**config.mk**
```make
export PLATFORM = sky130hd
export DESIGN_NAME = br_flow_mux_select_wrr_sched_flat
export DESIGN_NICKNAME = d
export VERILOG_FILES = /design/src/rtl/br_flow_mux_select_wrr_sched_pkg.sv /design/src/rtl/br_flow_mux_select_wrr_sched_if.sv /design/src/rtl/br_flow_mux_select_wrr_next.sv /design/src/rtl/br_flow_mux_select_wrr_sched.sv /design/src/flat_wrapper.sv
export SDC_FILE = /design/constraint.sdc
export NUM_CORES = 1
export LEC_CHECK = 0
export ABC_AREA = 1
export CORE_UTILIZATION = 40
export DETAILED_ROUTE_END_ITERATION = 8
export HOLD_SLACK_MARGIN = 0.03
export PLACE_DENSITY_LB_ADDON = 0.15
export SETUP_SLACK_MARGIN = 0.05
export SLEW_MARGIN = 20
export SYNTH_ARGS = -nofsm -noshare
export SYNTH_HDL_FRONTEND = slang
export SYNTH_SLANG_ARGS = --single-unit
```
**constraint.sdc**
```tcl
create_clock -name clk -period 2.57 [get_ports clk]
set_input_delay 0.257 -clock clk [delete_from_list [all_inputs] [get_ports clk]]
set_output_delay 0.257 -clock clk [all_outputs]
set_load 0.05 [all_outputs]
```
**src/rtl/br_flow_mux_select_wrr_sched_pkg.sv**
```systemverilog
// Shared types for the weighted round-robin select scheduler.
package br_flow_mux_select_wrr_sched_pkg;

  // Scheduler state mirrors whether the selected flow is requesting.
  typedef enum logic {
    WRR_IDLE = 1'b0,
    WRR_HOLD = 1'b1
  } wrr_state_e;

  // Per-cycle decision taken on the select/counter registers.
  typedef enum logic [1:0] {
    DEC_STAY    = 2'd0,  // backpressured, or idle with no competitor
    DEC_ADVANCE = 2'd1,  // transfer accepted, burst continues
    DEC_ROTATE  = 2'd2,  // move to the next valid flow, fresh burst
    DEC_RESTART = 2'd3   // burst spent but nobody else wants a turn
  } wrr_decision_e;

endpackage

```
**src/rtl/br_flow_mux_select_wrr_sched_if.sv**
```systemverilog
// Bundle of the mux push-side observation signals, burst configuration
// and scheduler outputs.
interface br_flow_mux_select_wrr_sched_if #(
  parameter int NumFlows   = 2,
  parameter int CountWidth = 4
);

  localparam int SelWidth = $clog2(NumFlows);

  logic [NumFlows-1:0]                 push_valid;
  logic [NumFlows-1:0]                 push_ready;
  logic [NumFlows-1:0][CountWidth-1:0] cfg_burst_len;
  logic [SelWidth-1:0]                 select;
  logic [CountWidth-1:0]               burst_count;
  logic                                select_active;

  // Environment side: observes the mux and provides configuration.
  modport master (
    output push_valid,
    output push_ready,
    output cfg_burst_len,
    input  select,
    input  burst_count,
    input  select_active
  );

  // Scheduler side.
  modport slave (
    input  push_valid,
    input  push_ready,
    input  cfg_burst_len,
    output select,
    output burst_count,
    output select_active
  );

endinterface

```
**src/rtl/br_flow_mux_select_wrr_next.sv**
```systemverilog
// Combinational next-flow finder: rotate the valid vector so the flow after
// `cur` sits at bit 0, find the first set bit, and map it back to a flow
// index. `cur` itself is never a candidate.
module br_flow_mux_select_wrr_next #(
  parameter int NumFlows = 2,
  parameter int SelWidth = $clog2(NumFlows)
) (
  input  logic [NumFlows-1:0] valid,
  input  logic [SelWidth-1:0] cur,
  output logic [SelWidth-1:0] nxt,
  output logic                none
);

  localparam int unsigned N = NumFlows;

  logic [NumFlows-2:0] rotated;

  // Rotate: candidate k is flow (cur + 1 + k) mod NumFlows.
  always_comb begin
    rotated = '0;
    for (int unsigned k = 0; k < N - 1; k++) begin
      rotated[k] = valid[SelWidth'((32'(cur) + k + 32'd1) % N)];
    end
  end

  // Find-first-set and unrotate; scanning from the far end lets the nearest
  // candidate win without an early exit.
  always_comb begin
    none = 1'b1;
    nxt  = cur;
    for (int unsigned j = 0; j < N - 1; j++) begin
      if (rotated[N-2-j]) begin
        none = 1'b0;
        nxt  = SelWidth'((32'(cur) + (N - 2 - j) + 32'd1) % N);
      end
    end
  end

endmodule

```
**src/rtl/br_flow_mux_select_wrr_sched.sv**
```systemverilog
// Weighted round-robin scheduler driving the binary select of a flow mux.
// Grants each flow a programmable burst of accepted transfers, holds select
// steady while the selected flow is backpressured, and rotates to the next
// valid flow with no bubble.
module br_flow_mux_select_wrr_sched
  import br_flow_mux_select_wrr_sched_pkg::*;
#(
  parameter int NumFlows   = 2,
  parameter int MaxBurst   = 8,
  parameter int CountWidth = $clog2(MaxBurst + 1)
) (
  input  logic                               clk,
  input  logic                               rst,
  br_flow_mux_select_wrr_sched_if.slave      sched
);

  localparam int SelWidth = $clog2(NumFlows);
  localparam logic [CountWidth-1:0] MaxLimit  = CountWidth'(MaxBurst);
  localparam logic [CountWidth-1:0] CountCeil = CountWidth'(MaxBurst - 1);
  localparam logic [CountWidth:0]   ExtOne    = (CountWidth + 1)'(1);

  logic [SelWidth-1:0]   select_q;
  logic [CountWidth-1:0] count_q;
  wrr_state_e            state_q;

  logic [SelWidth-1:0]   nxt;
  logic                  none;
  logic                  sel_valid;
  logic                  sel_ready;
  logic                  fire;
  logic [CountWidth-1:0] cfg_sel;
  logic [CountWidth-1:0] limit;
  logic [CountWidth-1:0] count_inc;
  logic                  exhausted;
  wrr_decision_e         decision;

  assign sel_valid = sched.push_valid[select_q];
  assign sel_ready = sched.push_ready[select_q];
  assign fire      = sel_valid & sel_ready;
  assign cfg_sel   = sched.cfg_burst_len[select_q];

  br_flow_mux_select_wrr_next #(
    .NumFlows (NumFlows)
  ) u_next (
    .valid (sched.push_valid),
    .cur   (select_q),
    .nxt   (nxt),
    .none  (none)
  );

  // Effective burst quota: zero means one, oversized values clamp.
  always_comb begin
    limit = cfg_sel;
    if (cfg_sel == '0) begin
      limit = CountWidth'(1);
    end else if (cfg_sel > MaxLimit) begin
      limit = MaxLimit;
    end
  end

  // Compare in one extra bit so count+1 cannot wrap; increment saturates.
  always_comb begin
    exhausted = ({1'b0, count_q} + ExtOne) >= {1'b0, limit};
    count_inc = (count_q >= CountCeil) ? count_q : count_q + CountWidth'(1);
  end

  // Priority-ordered decision for this cycle.
  always_comb begin
    decision = DEC_STAY;
    if (!sel_valid) begin
      decision = none ? DEC_STAY : DEC_ROTATE;
    end else if (!sel_ready) begin
      decision = DEC_STAY;
    end else if (exhausted) begin
      decision = none ? DEC_RESTART : DEC_ROTATE;
    end else begin
      decision = DEC_ADVANCE;
    end
  end

  // Select, burst counter and activity state registers.
  always_ff @(posedge clk) begin
    if (rst) begin
      select_q <= '0;
      count_q  <= '0;
      state_q  <= WRR_IDLE;
    end else begin
      state_q <= sel_valid ? WRR_HOLD : WRR_IDLE;
      unique case (decision)
        DEC_STAY:    ;
        DEC_ADVANCE: count_q <= count_inc;
        DEC_ROTATE: begin
          select_q <= nxt;
          count_q  <= '0;
        end
        DEC_RESTART: count_q <= '0;
        default:     ;
      endcase
    end
  end

  assign sched.select        = select_q;
  assign sched.burst_count   = count_q;
  assign sched.select_active = (state_q == WRR_HOLD);

  a_select_range : assert property (@(posedge clk) disable iff (rst)
    32'(select_q) < 32'(NumFlows));

  a_select_stable : assert property (@(posedge clk) disable iff (rst)
    (sel_valid && !sel_ready) |=> $stable(select_q));

  // A quota lowered mid-burst can leave the count at or above the new
  // limit for a cycle (the next fire rotates), so the count is bounded by
  // the largest quota, and by the live limit only while the quota is steady.
  a_count_ceiling : assert property (@(posedge clk) disable iff (rst)
    count_q < MaxLimit);

  a_count_limit : assert property (@(posedge clk) disable iff (rst)
    (sel_valid && $stable(select_q) && $stable(cfg_sel) && $stable(count_q)
     && $past(fire) && !$past(rst)) |-> count_q < limit);

  c_rotate   : cover property (@(posedge clk) disable iff (rst)
    decision == DEC_ROTATE);
  c_wrap     : cover property (@(posedge clk) disable iff (rst)
    decision == DEC_ROTATE && nxt < select_q);
  c_limit1   : cover property (@(posedge clk) disable iff (rst)
    fire && limit == CountWidth'(1));
  c_cfg_live : cover property (@(posedge clk) disable iff (rst)
    count_q != '0 && $changed(cfg_sel) && $stable(select_q));

endmodule
```
**src/flat_wrapper.sv**
```systemverilog
// flat-port wrapper written by rule: the top's interface ports become plain ports
module br_flow_mux_select_wrr_sched_flat import br_flow_mux_select_wrr_sched_pkg::*;
#(
  parameter int NumFlows   = 2,
  parameter int MaxBurst   = 8,
  parameter int CountWidth = $clog2(MaxBurst + 1)
)
  (clk, rst, sched_push_valid, sched_push_ready, sched_cfg_burst_len, sched_select, sched_burst_count, sched_select_active);
  br_flow_mux_select_wrr_sched_if #(.NumFlows(NumFlows), .CountWidth(CountWidth)) sched_i ();
  input  logic clk;
  input  logic rst;
  input wire logic [$bits(sched_i.push_valid)-1:0] sched_push_valid;
  input wire logic [$bits(sched_i.push_ready)-1:0] sched_push_ready;
  input wire logic [$bits(sched_i.cfg_burst_len)-1:0] sched_cfg_burst_len;
  output wire logic [$bits(sched_i.select)-1:0] sched_select;
  output wire logic [$bits(sched_i.burst_count)-1:0] sched_burst_count;
  output wire logic [$bits(sched_i.select_active)-1:0] sched_select_active;
  assign sched_i.push_valid = sched_push_valid;
  assign sched_i.push_ready = sched_push_ready;
  assign sched_i.cfg_burst_len = sched_cfg_burst_len;
  assign sched_select = sched_i.select;
  assign sched_burst_count = sched_i.burst_count;
  assign sched_select_active = sched_i.select_active;
  br_flow_mux_select_wrr_sched #(.NumFlows(NumFlows), .MaxBurst(MaxBurst), .CountWidth(CountWidth)) u_core (.clk(clk), .rst(rst), .sched(sched_i));
endmodule
```
* After elaboration in Yosys (flattened, before gate mapping)
Cells that the tools add are included.
** Cells by class
- $add $sub $neg :: 3
- $lt $le $gt $ge :: 5
- Eq/ne operators :: 4
- Muxes and demuxes :: 18
- Reduce and logical (&&, ||, !) cells :: 5
** Operators with widths (count)
- $mux W4 :: 5
- $mux W1 :: 8
- $mux W2 :: 4
- $pmux W4 S2 :: 1
- $add A4 B1 Y5 const B :: 1
- $ge A5 B4 Y1 :: 1
- $add A4 B1 Y4 const B :: 1
- $eq A2 B2 Y1 const B :: 2
- $ge A4 B3 Y1 const B :: 1
- $gt A4 B4 Y1 const B :: 1
- $logic_not A4 Y1 :: 1
- $lt A1 B2 Y1 const B :: 2
- $reduce_and A2 Y1 :: 2
- $eq A2 B1 Y1 const B :: 1
- $ne A2 B2 Y1 const B :: 1
- $reduce_bool A2 Y1 :: 1
- $reduce_or A2 Y1 :: 1
- $add A1 B1 Y1 const B :: 1
** Storage, ports and cells
- Register bits after elaboration :: 6
- Input port bits :: 14
- Output and inout port bits :: 6
- Word-level logic and storage cells :: 38

* Depth between registers and ports, before layout
- Depth in word-level cells :: 13
- Gate-level depth with buffers :: 16

* Cells and area by module
Synthesis repeated with hierarchy kept, for this count alone.
** Second synthesis, totals
- Cell total of the unflattened synthesis :: 89
- Area, all modules :: 556.8 sq um
** By module, submodules not included
- br_flow_mux_select_wrr_sched :: times used 1, cells an instance 81, area each 526.8 sq um, seq. area each 120.1 sq um
- br_flow_mux_select_wrr_next :: times used 1, cells an instance 8, area each 30.0 sq um, seq. area each 0.0 sq um

* Worst setup path before layout
OpenSTA, ideal clock, no wires.
- Kind :: reg2reg
- Start :: reg u_core.select_q (netlist: u_core.sched.select)
- End :: reg u_core.count_q[1] (netlist: u_core.sched.burst_count[1])
- Setup time :: 0.113 ns
- Arrival :: 2.171 ns
- Setup slack :: 0.286 ns
- Stages on the path, launching flop included :: 16
- Buffers on the path :: 1
- Period minus slack after synthesis :: 2.284 ns
- Cell sequence :: dfxtp_1 buf_6 inv_6 or2_2 o21ai_2 nand2_1 ha_1 nand2_1 nor2_1 nand2_1 nand3_1 nand2_2 nand3_4 nand2_1 nand2_1 nor2_1
** Between the ends
- Longest elaborated chain between the ends :: 13
- Elaborated cells on any way between the ends :: 27
- Classes of those cells :: add/sub (1); order compare (2); eq/ne (4); mux (16); reduce/logical (4)
** Ends and longest elaborated chain
- start, declared :: line br_flow_mux_select_wrr_sched.sv:22 : logic [SelWidth-1:0] select_q;
- start signal, assigned :: line br_flow_mux_select_wrr_sched.sv:93 : select_q <= nxt;
- $mux W4 (implied by the code) (2 in series) :: line br_flow_mux_select_wrr_sched.sv:40 : assign cfg_sel = sched.cfg_burst_len[select_q];
- $gt A4 B4 Y1 :: line br_flow_mux_select_wrr_sched.sv:56 : end else if (cfg_sel > MaxLimit) begin
- $mux W4 :: line br_flow_mux_select_wrr_sched.sv:56
- $mux W4 :: line br_flow_mux_select_wrr_sched.sv:54 : if (cfg_sel == '0) begin
- $ge A5 B4 Y1 :: line br_flow_mux_select_wrr_sched.sv:63 : exhausted = ({1'b0, count_q} + ExtOne) >= {1'b0, limit};
- $mux W2 :: line br_flow_mux_select_wrr_sched.sv:74 : end else if (exhausted) begin
- $mux W2 :: line br_flow_mux_select_wrr_sched.sv:72 : end else if (!sel_ready) begin
- $mux W2 (*) :: line br_flow_mux_select_wrr_sched.sv:70 : if (!sel_valid) begin
- $eq A2 B2 Y1 :: line br_flow_mux_select_wrr_sched.sv:89 : unique case (decision)
- $reduce_or A2 Y1 (no line)
- $reduce_bool A2 Y1 (no line)
- $reduce_and A2 Y1 (no line)
- end signal, assigned :: line br_flow_mux_select_wrr_sched.sv:91 : DEC_ADVANCE: count_q <= count_inc;
- end, declared :: line br_flow_mux_select_wrr_sched.sv:23 : logic [CountWidth-1:0] count_q;
Every way passes the cells marked *; elsewhere a longest branch is shown, timed or not. The select of a mux whose other input is x is not followed.
A chain may end at the register's enable or synchronous reset.

* Final worst setup path
- Start :: reg u_core.count_q[0] (netlist: u_core.sched.burst_count[0])
- End :: reg u_core.count_q[1] (netlist: u_core.sched.burst_count[1])
** Between the ends
- Longest elaborated chain between the ends :: 9
- Elaborated cells on any way between the ends :: 16
- Classes of those cells :: add/sub (2); order compare (2); eq/ne (4); mux (5); reduce/logical (3)
** Ends and longest elaborated chain (line)
- $add A4 B1 Y5 :: br_flow_mux_select_wrr_sched.sv:63
- $ge A5 B4 Y1 :: br_flow_mux_select_wrr_sched.sv:63
- $mux W2 :: br_flow_mux_select_wrr_sched.sv:74
- $mux W2 :: br_flow_mux_select_wrr_sched.sv:72
- $mux W2 :: br_flow_mux_select_wrr_sched.sv:70
- $eq A2 B2 Y1 :: br_flow_mux_select_wrr_sched.sv:89
- $reduce_or A2 Y1 (no line)
- $reduce_bool A2 Y1 (no line)
- $reduce_and A2 Y1 (no line)
Parallel ways exist; a longest one is shown, timed or not. The select of a mux whose other input is x is not followed.

==> results.ini <==
[yosys]
synth_area_um2 = 584.3
synth.avg_cell_area_um2 = 6.283
yosysUniqueCellTypes = 21
syn_nets = 112
ys_warn_count = 0
ys_ff_latch = 6
synth-seq-area-share_pct = 20.56
syn_inst = 93

[floorplanning]
core.rowCount = 13
dieWidth_um = 40.22
core_um2 = 1334
start_util_pct = 43.81
io_pins = 20
die_area_um2 = 1618
die_h_um = 40.22

[hold_path]
whs_endpoint = u_core.sched.select_active$_SDFF_PP0_
holdPathStages = 2
hp-class = input port to flip-flop
hp-start = rst

[pwr]
power_density_nw_per_um2 = 862.3
total_power_mw = 0.7002
p_leak_nw = 0.4197
ir_worst_vdd_mv = 0.5315

[critical_path]
critPathArrivalTime_ps = 2140
reg2regPathDepth = 12
critPathKind = flip-flop to flip-flop
rr_endpoint = u_core.sched.burst_count[1]$_SDFFE_PP0P_
reg2reg_slack_ps = 560
cp-start-kind = flip-flop
cp-end-kind = flip-flop
required_ps = 2700
worst-path-max-fanout = 5
timing.rr.start = u_core.sched.burst_count[0]$_SDFFE_PP0P_

[clocking]
htree_levels = 1
root_buffer = clkbuf_4
cts_setup_buffers = 0
clk_pin_slew_ps = 40
clock_latency_ps = 230
cts_hold_buf = 0
cts_tree = built
post_cts_resized = 0
cts_sinks = 6
ctsLongestPathBuffers = 2
cts_made_buffers = 3

[detailed_routing]
dr.pass1.iters = 4
num_vias = 579
drc = 0
drt_iter0_drc = 4
wirelength_um = 1143
wire_per_inst_um = 8.792
avgViaCountPerCell = 4.454
ant_nets = 0

[sta]
fin_crit_sh_pct = 78.30
clock.fmax_ghz = 0.4970
tightest_slew_ps = 491.1
relSlewSlack_pct = 67.16
drv_slew = 0
setup_tns_ps = 0
fin_crit_ps = 2012
rsz0062_at_grt = false
finalSetupViolations = 0
fin_skew_ps = 0.1510
worst_slack_ps = 557.7
hold_viol_final = 0

[placed_design]
port-buffer-count = 19
placedCellCount = 127
dp_hpwl_um = 967.7
gp_congestion = 0.7413
post-place-ws_ps = 344.8

[job]
drv_cap = 0

[global_route]
grt_first_pass_wirelength_um = 1607
first_global_vias = 432
grt_overflow_total = 0
grtUsageTotal_pct = 15.35
antenna_found_initial = 0
grt_start_max_net_pins = 10

[finish]
fin_nets = 136
final_cells = 130
diodes = 0
fillCellCount = 135
area.growth.synth_to_final_pct = 38.97
drive_gt1_share_pct = 14.78

[outcome]
outcome = complete, no violations

routing by layer:
layer,GRT usage (%),up-vias,routed length (µm)
met4,12.50,0,12
met5,0,-,0
met3,4.444,2,98
met2,23.39,13,461
met1,17.61,232,570
li1,-,332,-
synthesized netlist by cell type:
master   number  area [µm²]
dfxtp_1       6       120.1
nor3_1        1       5.000
nand3_4       1       17.52
inv_2         1       3.750
nand4_1       1       6.260
nor2_4        1       11.26
buf_6         1       11.26
or2_2         1       6.260
nand3_2       1       10.01
nand3_1       5       25.02
nor2_1       11       41.29
a21oi_1       2       10.01
o21a_1        1       7.510
inv_6         1       8.760
o21ai_2       3       26.28
nand2_1      31       116.4
nand2_4       1       11.26
inv_1        15       56.30
nand2_2       3       18.77
xor2_1        1       8.760
ha_1          5       62.56
through the flow:
stage | instance area (µm²) | util, % | hold slack, ps
floorplan | 584.3 | - | 329.4
global placement | 789.5 | 59.19 | 552.9
detailed placement | 789.5 | 59.19 | 564.7
CTS | 812.0 | 60.88 | 571.8
global route | 812.0 | 60.88 | 577.1
finish | 812.0 | 60.88 | 574.1
state kept, by name, summed over array words and instances (netlist names):
name / cells
u_core.sched.select: 1
u_core.sched.burst_count: 4
u_core.sched.select_active: 1
cell usage in the layout, fill, tap and decap left out, drive strengths merged, types with 2 or more instances in the layout:
cell,n
nand2,35
nand3,7
inv,17
a21oi,2
o21ai,3
clkbuf,3
dfxtp,6
clkdlybuf4s50,19
ha,5
nor2,12
worst max-delay path, stage by stage, from the launching register on:
cell and delay, ps:
dfxtp_1 400, inv_1 80, nor3_1 280, xor2_1 210, ha_1 270, nand2_1 60
nor2_1 40, nand2_1 50, nand3_1 130, nand2_2 130, nand3_4 90, nor2_1 100
nor2_1 50
power by group:
part	switching (mW)	total [mW]	leakage (nW)	internal, mW
clock	0.0279	0.0803	0.0138	0.0524
combinational	0.299	0.480	0.357	0.181
sequential	0.0232	0.140	0.0491	0.116
total	0.350	0.700	0.420	0.350
final cells by class:
class                           count  area [µm²]  share of cell area (%)
Sequential cell                     6       120.1                   14.79
Inverter                           17       68.82                   8.475
Tap cell                           15       18.77                   2.311
Multi-Input combinational cell     69       384.1                   47.30
Clock buffer                        3       22.52                   2.773
Timing Repair Buffer               20       197.7                   24.35
how the worst max path moves through the flow:
| stage | from | endpoint | cells past startpoint |
|---|---|---|---|
| after floorplan | u_core.sched.select$_SDFFE_PP0P_ | u_core.sched.burst_count[1]$_SDFFE_PP0P_ | 15 |
| after global placement | sched_cfg_burst_len[7] | u_core.sched.burst_count[2]$_SDFFE_PP0P_ | 13 |
| after detailed placement | sched_cfg_burst_len[7] | u_core.sched.burst_count[1]$_SDFFE_PP0P_ | 13 |
| after CTS | u_core.sched.burst_count[0]$_SDFFE_PP0P_ | u_core.sched.burst_count[1]$_SDFFE_PP0P_ | 12 |
| after global routing | u_core.sched.burst_count[0]$_SDFFE_PP0P_ | u_core.sched.burst_count[0]$_SDFFE_PP0P_ | 13 |
| final | u_core.sched.burst_count[0]$_SDFFE_PP0P_ | u_core.sched.burst_count[1]$_SDFFE_PP0P_ | 12 |
kinds of logic (layout without fill, tap and decap cells):
group | after synthesis | count (layout) | synth area share, %
XOR/XNOR | 1 | 1 | 1.499
AO/OA/AOI/OAI | 6 | 6 | 7.496
buffers and inverters | 18 | 40 | 13.70
adder cells (fa/ha/maj) | 5 | 5 | 10.71
AND/OR/NAND/NOR | 57 | 57 | 46.04
flip-flops | 6 | 6 | 20.56
No activity file was read; power rests on OpenSTA's default activity.
